--- src/rtl/stream_mux_n.sv ---
// -----------------------------------------------------------------------------
// stream_mux_n
//
// Parametrised N:1 stream multiplexer with a single registered output stage.
// Each input channel has its own valid/ready handshake. The channel that loads
// the output register is chosen either statically (mode=0, channel = sel) or
// by round-robin arbitration (mode=1, search starts after the last winner).
//
// Build option:
//   STREAM_MUX_LOCK_EN  adds in_last/out_last. In round-robin mode a channel
//                       that sends a beat with in_last=0 keeps the grant until
//                       its in_last=1 beat has been accepted (packet lock).
//
// Parameters:
//   WIDTH   data bits per channel
//   NUM_IN  number of input channels (>= 2)
//   SEL_W   channel index width, derived from NUM_IN
//
// Ports:
//   clk        clock, all logic on the rising edge
//   rst        synchronous reset, active-high
//   in_data    packed input data, channel i at [i*WIDTH +: WIDTH]
//   in_valid   per-channel valid
//   in_ready   per-channel ready (at most one bit high)
//   in_last    per-channel end-of-packet marker (STREAM_MUX_LOCK_EN only)
//   mode       0 = static select via sel, 1 = round-robin
//   sel        channel index used in mode 0 (values >= NUM_IN never grant)
//   out_data   registered output data
//   out_valid  output register holds a beat
//   out_ready  consumer accepts the held beat
//   out_chan   index of the channel that produced out_data
//   out_last   registered copy of in_last (STREAM_MUX_LOCK_EN only)
// -----------------------------------------------------------------------------
module stream_mux_n #(
   parameter int WIDTH  = 8,
   parameter int NUM_IN = 4,
   localparam int SEL_W = (NUM_IN > 1) ? $clog2(NUM_IN) : 1
) (
   input  logic                    clk,
   input  logic                    rst,
   input  logic [NUM_IN*WIDTH-1:0] in_data,
   input  logic [NUM_IN-1:0]       in_valid,
   output logic [NUM_IN-1:0]       in_ready,
`ifdef STREAM_MUX_LOCK_EN
   input  logic [NUM_IN-1:0]       in_last,
`endif
   input  logic                    mode,
   input  logic [SEL_W-1:0]        sel,
   output logic [WIDTH-1:0]        out_data,
   output logic                    out_valid,
   input  logic                    out_ready,
   output logic [SEL_W-1:0]        out_chan
`ifdef STREAM_MUX_LOCK_EN
   ,
   output logic                    out_last
`endif
);

   // ------------------------------------------------------------------------
   // State
   // ------------------------------------------------------------------------
   logic [WIDTH-1:0]  out_data_reg;
   logic              out_valid_reg;
   logic [SEL_W-1:0]  out_chan_reg;
   logic [SEL_W-1:0]  ptr_reg;          // last round-robin winner
`ifdef STREAM_MUX_LOCK_EN
   logic              out_last_reg;
   logic              lock_active_reg;  // a packet is in progress in mode 1
   logic [SEL_W-1:0]  lock_chan_reg;    // channel owning the packet
`endif

   // ------------------------------------------------------------------------
   // Combinational arbitration
   // ------------------------------------------------------------------------
   logic              load_en;
   logic [NUM_IN-1:0] sel_hit;          // one-hot decode of sel, empty if out of range
   logic              rr_found;
   logic [SEL_W-1:0]  rr_grant;
   logic              grant_found;
   logic [SEL_W-1:0]  grant_idx;
   logic [NUM_IN-1:0] grant_vec;
   logic [WIDTH-1:0]  grant_data;
   logic              xfer;
`ifdef STREAM_MUX_LOCK_EN
   logic              grant_last;
`endif

   // The output register can take a beat when empty or being drained now.
   assign load_en = !out_valid_reg || out_ready;

   // Decoding sel against every legal index means an out-of-range sel simply
   // matches nothing, so no explicit range comparison is needed.
   generate
      for (genvar gi = 0; gi < NUM_IN; gi++) begin : g_sel_dec
         assign sel_hit[gi] = (sel == SEL_W'(gi));
      end
   endgenerate

   // Round-robin search: walk ptr+1, ptr+2, ... with explicit wrap at NUM_IN-1
   // so non-power-of-two channel counts work; the first valid channel wins.
   always_comb begin
      logic [SEL_W-1:0] rr_cand;
      rr_found = 1'b0;
      rr_grant = '0;
      rr_cand  = ptr_reg;
      for (int k = 0; k < NUM_IN; k++) begin
         if (rr_cand == SEL_W'(NUM_IN - 1)) begin
            rr_cand = '0;
         end else begin
            rr_cand = rr_cand + 1'b1;
         end
         if (!rr_found && in_valid[rr_cand]) begin
            rr_found = 1'b1;
            rr_grant = rr_cand;
         end
      end
   end

   // Final grant for the current mode.
   always_comb begin
      grant_found = 1'b0;
      grant_idx   = '0;
      if (!mode) begin
         grant_found = |(sel_hit & in_valid);
         grant_idx   = sel;
      end else begin
`ifdef STREAM_MUX_LOCK_EN
         if (lock_active_reg) begin
            // Mid-packet: only the owning channel may continue.
            grant_found = in_valid[lock_chan_reg];
            grant_idx   = lock_chan_reg;
         end else begin
            grant_found = rr_found;
            grant_idx   = rr_grant;
         end
`else
         grant_found = rr_found;
         grant_idx   = rr_grant;
`endif
      end
   end

   generate
      for (genvar gi = 0; gi < NUM_IN; gi++) begin : g_ready
         assign grant_vec[gi] = grant_found && (grant_idx == SEL_W'(gi));
         // Mode 0 raises ready on sel regardless of valid; mode 1 only on the
         // granted (hence valid) channel. Nothing is ready during reset.
         assign in_ready[gi]  = !rst && load_en && (mode ? grant_vec[gi] : sel_hit[gi]);
      end
   endgenerate

   // One-hot AND-OR data selection from the grant vector.
   always_comb begin
      grant_data = '0;
      for (int i = 0; i < NUM_IN; i++) begin
         grant_data = grant_data | (in_data[i*WIDTH +: WIDTH] & {WIDTH{grant_vec[i]}});
      end
   end

`ifdef STREAM_MUX_LOCK_EN
   assign grant_last = |(in_last & grant_vec);
`endif

   assign xfer = load_en && grant_found;

   // ------------------------------------------------------------------------
   // Output register, pointer and lock
   // ------------------------------------------------------------------------
   always_ff @(posedge clk) begin
      if (rst) begin
         out_data_reg    <= '0;
         out_valid_reg   <= 1'b0;
         out_chan_reg    <= '0;
         ptr_reg         <= SEL_W'(NUM_IN - 1);  // first round-robin grant is ch0
`ifdef STREAM_MUX_LOCK_EN
         out_last_reg    <= 1'b0;
         lock_active_reg <= 1'b0;
         lock_chan_reg   <= '0;
`endif
      end else if (load_en) begin
         if (xfer) begin
            out_data_reg  <= grant_data;
            out_valid_reg <= 1'b1;
            out_chan_reg  <= grant_idx;
`ifdef STREAM_MUX_LOCK_EN
            out_last_reg  <= grant_last;
            if (mode) begin
               if (grant_last) begin
                  // Packet finished: release and advance the fairness pointer.
                  lock_active_reg <= 1'b0;
                  ptr_reg         <= grant_idx;
               end else begin
                  lock_active_reg <= 1'b1;
                  lock_chan_reg   <= grant_idx;
               end
            end
`else
            if (mode) begin
               ptr_reg <= grant_idx;
            end
`endif
         end else begin
            out_valid_reg <= 1'b0;
         end
      end
   end

   assign out_data  = out_data_reg;
   assign out_valid = out_valid_reg;
   assign out_chan  = out_chan_reg;
`ifdef STREAM_MUX_LOCK_EN
   assign out_last  = out_last_reg;
`endif

endmodule

--- config.mk ---
export PLATFORM = sky130hd
export DESIGN_NAME = stream_mux_n
export DESIGN_NICKNAME = d
export VERILOG_FILES = /design/src/rtl/stream_mux_n.sv
export SDC_FILE = /design/constraint.sdc
export NUM_CORES = 1
export LEC_CHECK = 0
export CAP_MARGIN = 15
export CORE_ASPECT_RATIO = 0.6
export CORE_UTILIZATION = 45
export CTS_CLUSTER_DIAMETER = 120
export DETAILED_ROUTE_END_ITERATION = 16
export PLACE_DENSITY = 0.93
export SYNTH_ARGS = -nofsm -noshare
export SYNTH_HDL_FRONTEND = slang
export SYNTH_SLANG_ARGS = --single-unit
export TNS_END_PERCENT = 30
--- constraint.sdc ---
create_clock -name clk -period 3.7 [get_ports clk]
set_input_delay 0.555 -clock clk [delete_from_list [all_inputs] [get_ports clk]]
set_output_delay 0.555 -clock clk [all_outputs]
set_load 0.01 [all_outputs]
### After elaboration in Yosys (flattened, before gate mapping)

Index checks and enable logic that the tools add are counted.

| operators by class | value |
|---|---|
| bitwise logic cells | 8 |
| muxes and demuxes | 27 |
| reduce and logical (&&, ||, !) cells | 24 |
| add/subtract/negate cells | 4 |
| order comparisons | 4 |
| divide/modulo/power cells | 0 |
| equality and inequality tests | 10 |
| multiply operators | 0 |
| shifts and indexed selects | 0 |

Operators by type and width:

| operator | number |
|---|---|
| 8-bit AND | 4 |
| 8-bit OR | 3 |
| 2-bit two-way mux | 9 |
| 2-bit == test (second input constant) | 8 |
| 1-bit two-way mux | 14 |
| 1-bit logical AND | 13 |
| 2-bit by 3-bit less-than comparator with 1-bit output (second input constant) | 4 |
| 2-bit by 1-bit adder with 2-bit output (second input constant) | 4 |
| 1-bit binary-select mux with 2-bit select | 4 |
| 1-bit zero test | 5 |
| 4-bit AND | 1 |
| 2-bit by 1-bit == test with 1-bit output (second input constant) | 2 |
| 2-bit zero test | 2 |
| 4-bit OR reduction | 1 |
| 3-bit AND reduction | 1 |
| 2-bit AND reduction | 1 |
| 1-bit logical OR | 1 |

| word-level totals | value |
|---|---|
| memory bits (read-only) | 0 |
| memories kept | 0 |
| bits in latches | 0 |
| output and inout bits | 15 |
| bits in registers | 13 |
| RAM bits | 0 |
| word-level logic and storage cells | 81 |

### Depth between registers and ports, before layout

| depth | value |
|---|---|
| depth in word-level cells | 21 |
| depth in mapped cells | 10 |
| depth with buffers taken out | 7 |

### Worst setup path after synthesis

OpenSTA, ideal clock, no wires.

| timing | value |
|---|---|
| path type | flip-flop to output port |
| start point | register ptr_reg[0] |
| end point | output in_ready[0] |
| slack | 1.010 ns |
| path buffers | 1 |
| data arrival time | 2.135 ns |
| required time | 3.145 ns |
| stages on the path, launching flop included | 9 |
| cells stage by stage | dfxtp_1 ha_1 clkbuf_8 or3_1 a21oi_1 and4bb_1 o31ai_4 a31oi_1 nor2_1 |

| on the way | value |
|---|---|
| longest elaborated chain between the ends | 19 |

Ends and longest elaborated chain:

| what | line | source |
|---|---|---|
| start, declared | 65 | `logic [SEL_W-1:0] ptr_reg;` |
| start signal, assigned | 174 | `ptr_reg <= SEL_W'(NUM_IN - 1);` |
| start signal, assigned | 199 | `ptr_reg <= grant_idx;` |
| 2-bit by 1-bit adder with 2-bit output / 2-bit == test (equally long branches) | 110, 107 |  |
| 2-bit two-way mux * | 107 | `if (rr_cand == SEL_W'(NUM_IN - 1)) begin` |
| branches (longest 14 deep; another with 2-bit by 1-bit adder with 2-bit output) | -- |  |
| 1-bit logical AND * | 145 | `assign grant_vec[gi] = grant_found && (grant_idx == SEL_W'(gi));` |
| 1-bit two-way mux * | 148 | `assign in_ready[gi] = !rst && load_en && (mode ? grant_vec[gi] : sel_hit[gi]);` |
| 1-bit logical AND * | 148 |  |
| end, declared | 43 | `output logic [NUM_IN-1:0] in_ready,` |

Mark *: on every way between the ends. The select of a mux whose other input is x is not followed.

### Final worst setup path

Same ends and word-level chain as after synthesis.

==> qor.txt <==
status - complete, no violations
Die Y - 43.05 µm
Peak Freq - 0.2797 GHz
RSZ-0062 raised after global routing - no
cell taking the most area after synthesis - dfxtp_1
Multi-input gate area - 860.8 µm²
# Post-CTS Setup Buffers - 0
slowest stage delay, CP - 0.54 ns
count of final max-slew check failures - 0
Tightest Pin Transition - 0.5243 ns
# diodes - 0
total negative slack - 0 ns
clk sink count - 13
Hold Crit Class - flop to flop
Post-Synthesis Cells - 132
largest net degree at the start of global routing - 18
Setup Skew - 0.003344 ns
critical-path maximum fanout - 10
Layout area overhead - 42.57%
number of nets with antenna violations after routing - 0
CTS Buf Count - 3
grt ovf - 0
drt wl/cell - 17.92 µm
post-synth top area share - 20.59%
Synth cell types - 46
Initial Utilization - 49.08%
final WL - 3853 µm
Req. time, crit path - 3.14 ns
final instance area - 1802 µm²
synth warn - 0
Pre-antenna DRT Iters - 4
max cap viols - 0
final hold violations - 0
first-pass GRT wire length - 6009 µm
# fillers - 185
FF+latch count, synth - 13
H-tree Lvls - 1
Post-synth EDFFs - 0
crit path launch type - flop
Post-Place Cell Area - 1739 µm²
fraction of registers with async set/reset - 0%
First DRT Iteration DRCs - 48
fin nets - 227
root buf cell - clkbuf_8
Vias/cell - 6.144
worst endpoint data arrival time - 3.02 ns
GRT Util Overall - 26.56%
final core occ - 69.97%
die width - 70.42 µm
mapped cell area - 1264 µm²
Final GP Congestion - 0.9108
post-detail-place hpwl - 3100 µm
worst skew pair latency - 0.25 ns
I/O pin cnt - 57
critical path class - flop to primary output
Peak supply drop - 0.2159 mV
layout cell share with drive strength beyond 1 - 11.48%
clock buffer depth - 2
DIE AREA - 3031 µm²
Area contributors post-synth - dfxtp_1 (21%), mux2i_1 (13%), o221ai_1 (5.5%)
R2R setup slack - 1.05 ns
PwrDens - 324.1 nW/µm²
crit path cell chain - ha_1, or3_1, a21oi_1, and4bb_1, o31ai_4, a31oi_1, nor2_1, clkdlybuf4s50_1
CTS tree - done
Rows - 14
CP Capture Type - primary output
flip-flop and latch area - 260.3 µm²
Final min period - 3.576 ns
Largest register FFs - 8
setup violators final - 0
core area - 2575 µm²
ys flop type - dfxtp_1
sequential fraction of the synthesis area - 20.59%
relative slew slack - 64.99%
vias in the first global route - 1244
average cell area after synthesis - 9.574 µm²
Vias - 1321
drt drc - 0
Power Total - 0.5840 mW
initial antenna violation count - 0
PortBufs - 56
leakage - 0.7234 nW
Net Count, Synth - 175
clk slew on worst S/H paths - 0.06 ns
period utilisation layout - 96.64%
Worst path slowest cell - clkdlybuf4s50_1
[path summary, 6_finish.rpt]
path / end / startpoint / depth (start not counted)
max: in_ready[0] / ptr_reg[0] / 8
min: ptr_reg[1] / ptr_reg[1] / 1
max reg2reg: out_data[2] / ptr_reg[0] / 7
min reg2reg: ptr_reg[1] / ptr_reg[1] / 1
[metal layers]
layer,up-vias,part of all wire [%],global-route usage (%)
li1,614,-,-
met1,618,41,32.80
met2,71,50,44.57
met3,18,5.4,4.988
met4,0,3.9,13.60
met5,-,0,0
[through the flow]
stage | hold slack, ns | worst slack, ns | cells
2_1_floorplan | 0.4400 | 1.010 | 132
3_3_place_gp | 0.4551 | 0.2229 | 211
3_5_place_dp | 0.4600 | 0.1035 | 211
5_1_grt | 0.4943 | 0.005115 | 215
6_report | 0.4792 | 0.1243 | 215
4_1_cts | 0.4727 | 0.07188 | 215
[worst max-delay path: cells and delay by family (launching register included)]
| kind | cells | cell delay [ns] |
|---|---|---|
| compound gates | 3 | 0.65 |
| flops | 1 | 0.32 |
| buf+inv | 1 | 0.54 |
| simple gates | 3 | 0.81 |
| fa+ha+maj | 1 | 0.44 |
[Yosys cell counts, types with 2 or more instances]
library cell,count
a211o_1,2
a211oi_1,3
a21oi_1,5
a31oi_1,2
buf_2,2
buf_6,6
dfxtp_1,13
inv_1,2
mux2_2,4
mux2i_1,17
nand2_1,4
nand2b_1,7
nand3_1,2
nand3b_1,8
nor2_1,13
nor3_1,3
o21ai_0,2
o221ai_1,8
o41ai_1,2
[kinds of logic (layout without fill, tap and decap cells)]
kind of cell / count (synthesis) / in the layout / share of synthesized area [%]
simple gates: 46 / 46 / 21.39
compound gates: 34 / 34 / 23.17
mux: 23 / 23 / 20.89
buf+inv: 14 / 65 / 12.28
flops: 13 / 13 / 20.59
fa+ha+maj: 1 / 1 / 0.9899
xor+xnor: 1 / 1 / 0.6932
[report_power, final]
| part | internal, mW | switching, mW |
|---|---|---|
| Clock | 0.0764 | 0.0561 |
| Combinational | 0.152 | 0.129 |
| Sequential | 0.159 | 0.0108 |
[repair_timing]
item | 4_1_cts | 5_1_grt
hold buffers | 0 | 0
gates resized for setup | 0 | 4
setup endpoints to repair | 0 | 3
[area by class of cell]
class                   instances  share of cell area, %
well taps                      32                  2.222
clock buffers                   4                  2.500
multi-input cells             105                  47.78
repair buffers                 59                  32.64
flip-flops and latches         13                  14.44
inverters                       2                 0.4167
[placed cells by master (no fill, tap or decap), drive strengths merged, types with 3 or more instances in the layout]
master         count
a21oi              5
nand3b             8
nor2              13
dfxtp             13
buf                3
a211oi             3
clkbuf             4
nand2              4
mux2i             17
nand2b             8
clkdlybuf4s50     54
mux2               4
nor3               3
o221ai             8
Note: power is estimated with default switching activity, not from simulation.
==> variant 1: new RTL, same settings <==
The option `STREAM_MUX_LOCK_EN` is turned on by a define.
--- a/src/rtl/stream_mux_n.sv
+++ b/src/rtl/stream_mux_n.sv
@@ -31,6 +31,8 @@
 //   out_chan   index of the channel that produced out_data
 //   out_last   registered copy of in_last (STREAM_MUX_LOCK_EN only)
 // -----------------------------------------------------------------------------
+`define STREAM_MUX_LOCK_EN
+
 module stream_mux_n #(
    parameter int WIDTH  = 8,
    parameter int NUM_IN = 4,
Ports: changed (added in_last and out_last); port bits go from 57 to 62. The function was not compared with the original's and may differ.
==> variant 1 against the unedited design <==
- sequential cell count increased by 4
- synthesized area grew 26%
- routed wire length grew 40%
- design area rose by 36%
- synthesized cell count up 57%
- critical path type is now input pin to output pin
- total power grew 63%
- worst hold slack worse by 20 ps
- non-clock buffer count increased by 27
- setup slack got worse by 79 ps
==> variant 1: results (changes against the unedited design) <==
| Metric | Value |
|---|---|
| Nonclk buf count | 86 (+46%) |
| M2 GR Usage | 43.3% (-1.3 points) |
| Sequential-to-total area share from yosys stat | 21.3% (+0.72 points) |
| Largest cells by area after synthesis | dfxtp_1, mux2i_1, nand2_1 |
| Cell total after placement | 322 (+53%) |
| Clk cell area share | 1.88% (-0.62 points) |
| First-pass GRT wire length | 7.97 mm (+33%) |
| Depth of the worst register-to-register path | 10 (+3) |
| Status | finished, final reports clean |
| Post-synthesis mux area share | 11.3% (-9.6 points) |
| VDD IR max | 0.263 mV (+22%) |
| Critical path peak fanout | 8 (-2) |
| Port buffer count | 61 (+8.9%) |
| Top delay family on crit path | buffers and inverters |
| Slowest stage delay, CP | 500 ps (-40 ps) |
| Post-Synth XOR/XNOR Area | 0.549% (-0.14 points) |
| Met3 wire length | 635 µm (+210%) |
| Pint | 0.569 mW (+47%) |
| Seq. pwr | 0.235 mW (+38%) |
| Flops & latches, synth | 17 (+4) |
| Register area | 340 µm² (+31%) |
| Top cells by instance count after synthesis | nand2_1, nor2_1, dfxtp_1 |
| Pre-CTS WS | 2.11 ps (-101 ps) |
| Synth Area in Adders | 0.784% (-0.21 points) |
| Met1 WL | 2.41 mm (+54%) |
| Mean Syn Cell Area | 7.71 µm² (-19%) |
| Layout Cells excl Fill | 326 (+52%) |
| First-pass DRT Iterations | 6 (+2) |
| Critical Path AT | 3100 ps (+80 ps) |
| Worst slew pin tran | 518 ps (-6.37 ps) |
-- variant 1: changes by cell type after synthesis, sizes merged, moves of 5 or more --
cell / unedited run / this run
clkbuf: 2 / 9
nor3: 3 / 10
o221ai: 8 / 2
nor2: 13 / 22
nand3b: 8 / 2
mux2i: 17 / 9
a31oi: 2 / 10
nand2: 4 / 22
and3: 0 / 5
a21oi: 5 / 13
-- variant 1: kinds of logic after synthesis --
family | Yosys count
AND/OR/NAND/NOR | 92
AO/OA/AOI/OAI | 61
multiplexers | 14
XOR/XNOR | 1
adder cells (fa/ha/maj) | 1
flip-flops | 17
buffers and inverters | 21
-- variant 1: worst paths after layout --
check                   start                to  slack [ps]
setup / recovery  in_valid[3]       in_ready[0]          50
hold / removal    out_chan[1]       out_chan[1]         460
setup reg to reg   ptr_reg[0]  lock_chan_reg[0]         520
hold reg to reg   out_chan[1]       out_chan[1]         460
-- variant 1: worst min-delay path: cells and delay by family (launching register included) --
kind,cells,cell delay (ps)
compound gates,1,50
flops,1,310
simple gates,1,50
==> variant 2: new RTL, same settings <==
Without the edit above. Reset style: asynchronous (`rst`), changed in one clocked block. Comments in the files are not updated.
--- a/src/rtl/stream_mux_n.sv
+++ b/src/rtl/stream_mux_n.sv
@@ -166,7 +166,7 @@
    // ------------------------------------------------------------------------
    // Output register, pointer and lock
    // ------------------------------------------------------------------------
-   always_ff @(posedge clk) begin
+   always_ff @(posedge clk or posedge rst) begin
       if (rst) begin
          out_data_reg    <= '0;
          out_valid_reg   <= 1'b0;
Formal check against the unedited RTL: differs if rst is asserted again (counterexample within 4 cycles, from zero or initial values and one cycle with rst high); with rst held inactive, the same outputs for 10 cycles.
==> variant 2 against the unedited design <==
- routed wire length is 15% higher
- setup slack improved by 37 ps
- sequential share of layout area up 1.4 points
- synthesized area up 9.5%
- first-iteration DRC count rose to 3.2 times the old value
- sequential cell count is the same
- design area grew 15%
- critical path type unchanged
Power is not compared: it rests on default switching activity, and its combinational part moved more than twofold at a synthesized area within 25%.
==> variant 2: results (changes against the unedited design) <==
| Metric | Value |
|---|---|
| First-pass GRT wire length | 6.65 mm (+11%) |
| Post-CTS resize count | 0 (unchanged) |
| Met1 WL | 2.07 mm (+33%) |
| Depth of the worst register-to-register path | 9 (+2) |
| Nonclk buf count | 68 (+15%) |
| Unique masters post-synth | 47 (+2.2%) |
| Fraction of layout cells with a size suffix above 1 | 14.0% (+2.6 points) |
| NonClk Buf Share | 32.0% (-0.66 points) |
| Async SR Flop Fraction | 100% (+100 points) |
| H-Tree Depth | 1 (unchanged) |
| Postcts setup bufs | 0 (unchanged) |
| Clk cell area share | 2.18% (-0.32 points) |
| Met1 Use GR | 39.8% (+7.0 points) |
| Core area | 2890 µm² (+12%) |
| Reg-to-Reg End | out_data[3] |
| Critical path peak fanout | 6 (-4) |
| Nets | 265 (+17%) |
| Seq/total area | 15.9% (+1.4 points) |
| Top cells by instance count after synthesis | inv_1, nor2_1, dfrtp_1 |
| Tot GR Track Use | 27.1% (+0.58 points) |
| Final RePlAce weighted congestion | 0.953 (+4.7%) |
| Status | finished, final reports clean |
| Post-Synth XOR/XNOR Area | 0.633% (-0.060 points) |
| Post-synthesis mux area share | 13.5% (-7.4 points) |
| Seq Cell Count | 13 (unchanged) |
| Met3 wire length | 421 µm (+100%) |
| First-pass DRT Iterations | 4 (unchanged) |
| WL per Instance | 16.8 µm (-6.3%) |
| Syn Nets | 207 (+18%) |
| CP Launch Point | ptr_reg[0] |
| R2R Setup Slk | 880 ps (-170 ps) |
| Critical Path AT | 2980 ps (-40 ps) |
| Synth Area in Compound Gates | 26.9% (+3.8 points) |
| Placed Instance Area | 2000 µm² (+15%) |
| Worst Hold Depth | 2 (+1) |
| M2 GR Usage | 38.0% (-6.6 points) |
| Largest cells by area after synthesis | dfrtp_1, mux4_2, a211oi_1 |
| Met2 WL post-DR | 1.85 mm (-4.4%) |
| Detailed placement HPWL | 3.32 mm (+7.0%) |
| Sequential-to-total area share from yosys stat | 23.7% (+3.1 points) |
| Comb_multi_in | 122 (+16%) |
| Vias in the first global route | 1423 (+14%) |
| Worst clock skew | 1.63 ps (-1.72 ps) |
| Grt met3 use | 8.26% (+3.3 points) |
| Worst slew pin tran | 620 ps (+95.6 ps) |
| Multi-input logic portion of the cell area | 44.9% (-2.9 points) |
| Ys flop type | dfrtp_1 |
| Logic inverters | 14 (+12) |
| Largest net degree at the start of global routing | 17 (-1) |
| Filler cell count | 227 (+23%) |
| Synth Area in Adders | 0.904% (-0.086 points) |
| Min-Delay Startpoint | out_data[6] |
| Worst Hold End | out_data[6] |
| Via density | 6.00 (-2.4%) |
[variant 2: cell count changes after synthesis, moves of 5 or more]
cell / unedited run / this run
nor2b_1: 1 / 8
clkbuf_1: 1 / 6
dfrtp_1: 0 / 11
nand3_1: 2 / 7
mux2i_1: 17 / 7
dfxtp_1: 13 / 0
nand4_1: 0 / 5
o221ai_1: 8 / 0
a41oi_1: 0 / 6
a211oi_1: 3 / 10
nand2b_1: 7 / 2
inv_1: 2 / 14
nand3b_1: 8 / 2
[variant 2: worst max-delay path: stages, from the launching register on]
cell and delay (ps):
dfstp_2 540, ha_1 310, mux2i_1 160, mux4_2 490
a21oi_1 210, o211a_1 220, a31oi_1 110, nor3_1 140
clkdlybuf4s50_1 560
[variant 2: metrics by stage]
step	power, mW	std cells	worst slack, ps	hold slack, ps
4_1_cts	1.29	263	71.4	492
2_1_floorplan	0.839	164	852	438
3_3_place_gp	1.13	259	101	467
3_5_place_dp	1.16	259	99.1	481
6_report	1.31	263	161	485
5_1_grt	1.38	263	58.9	511
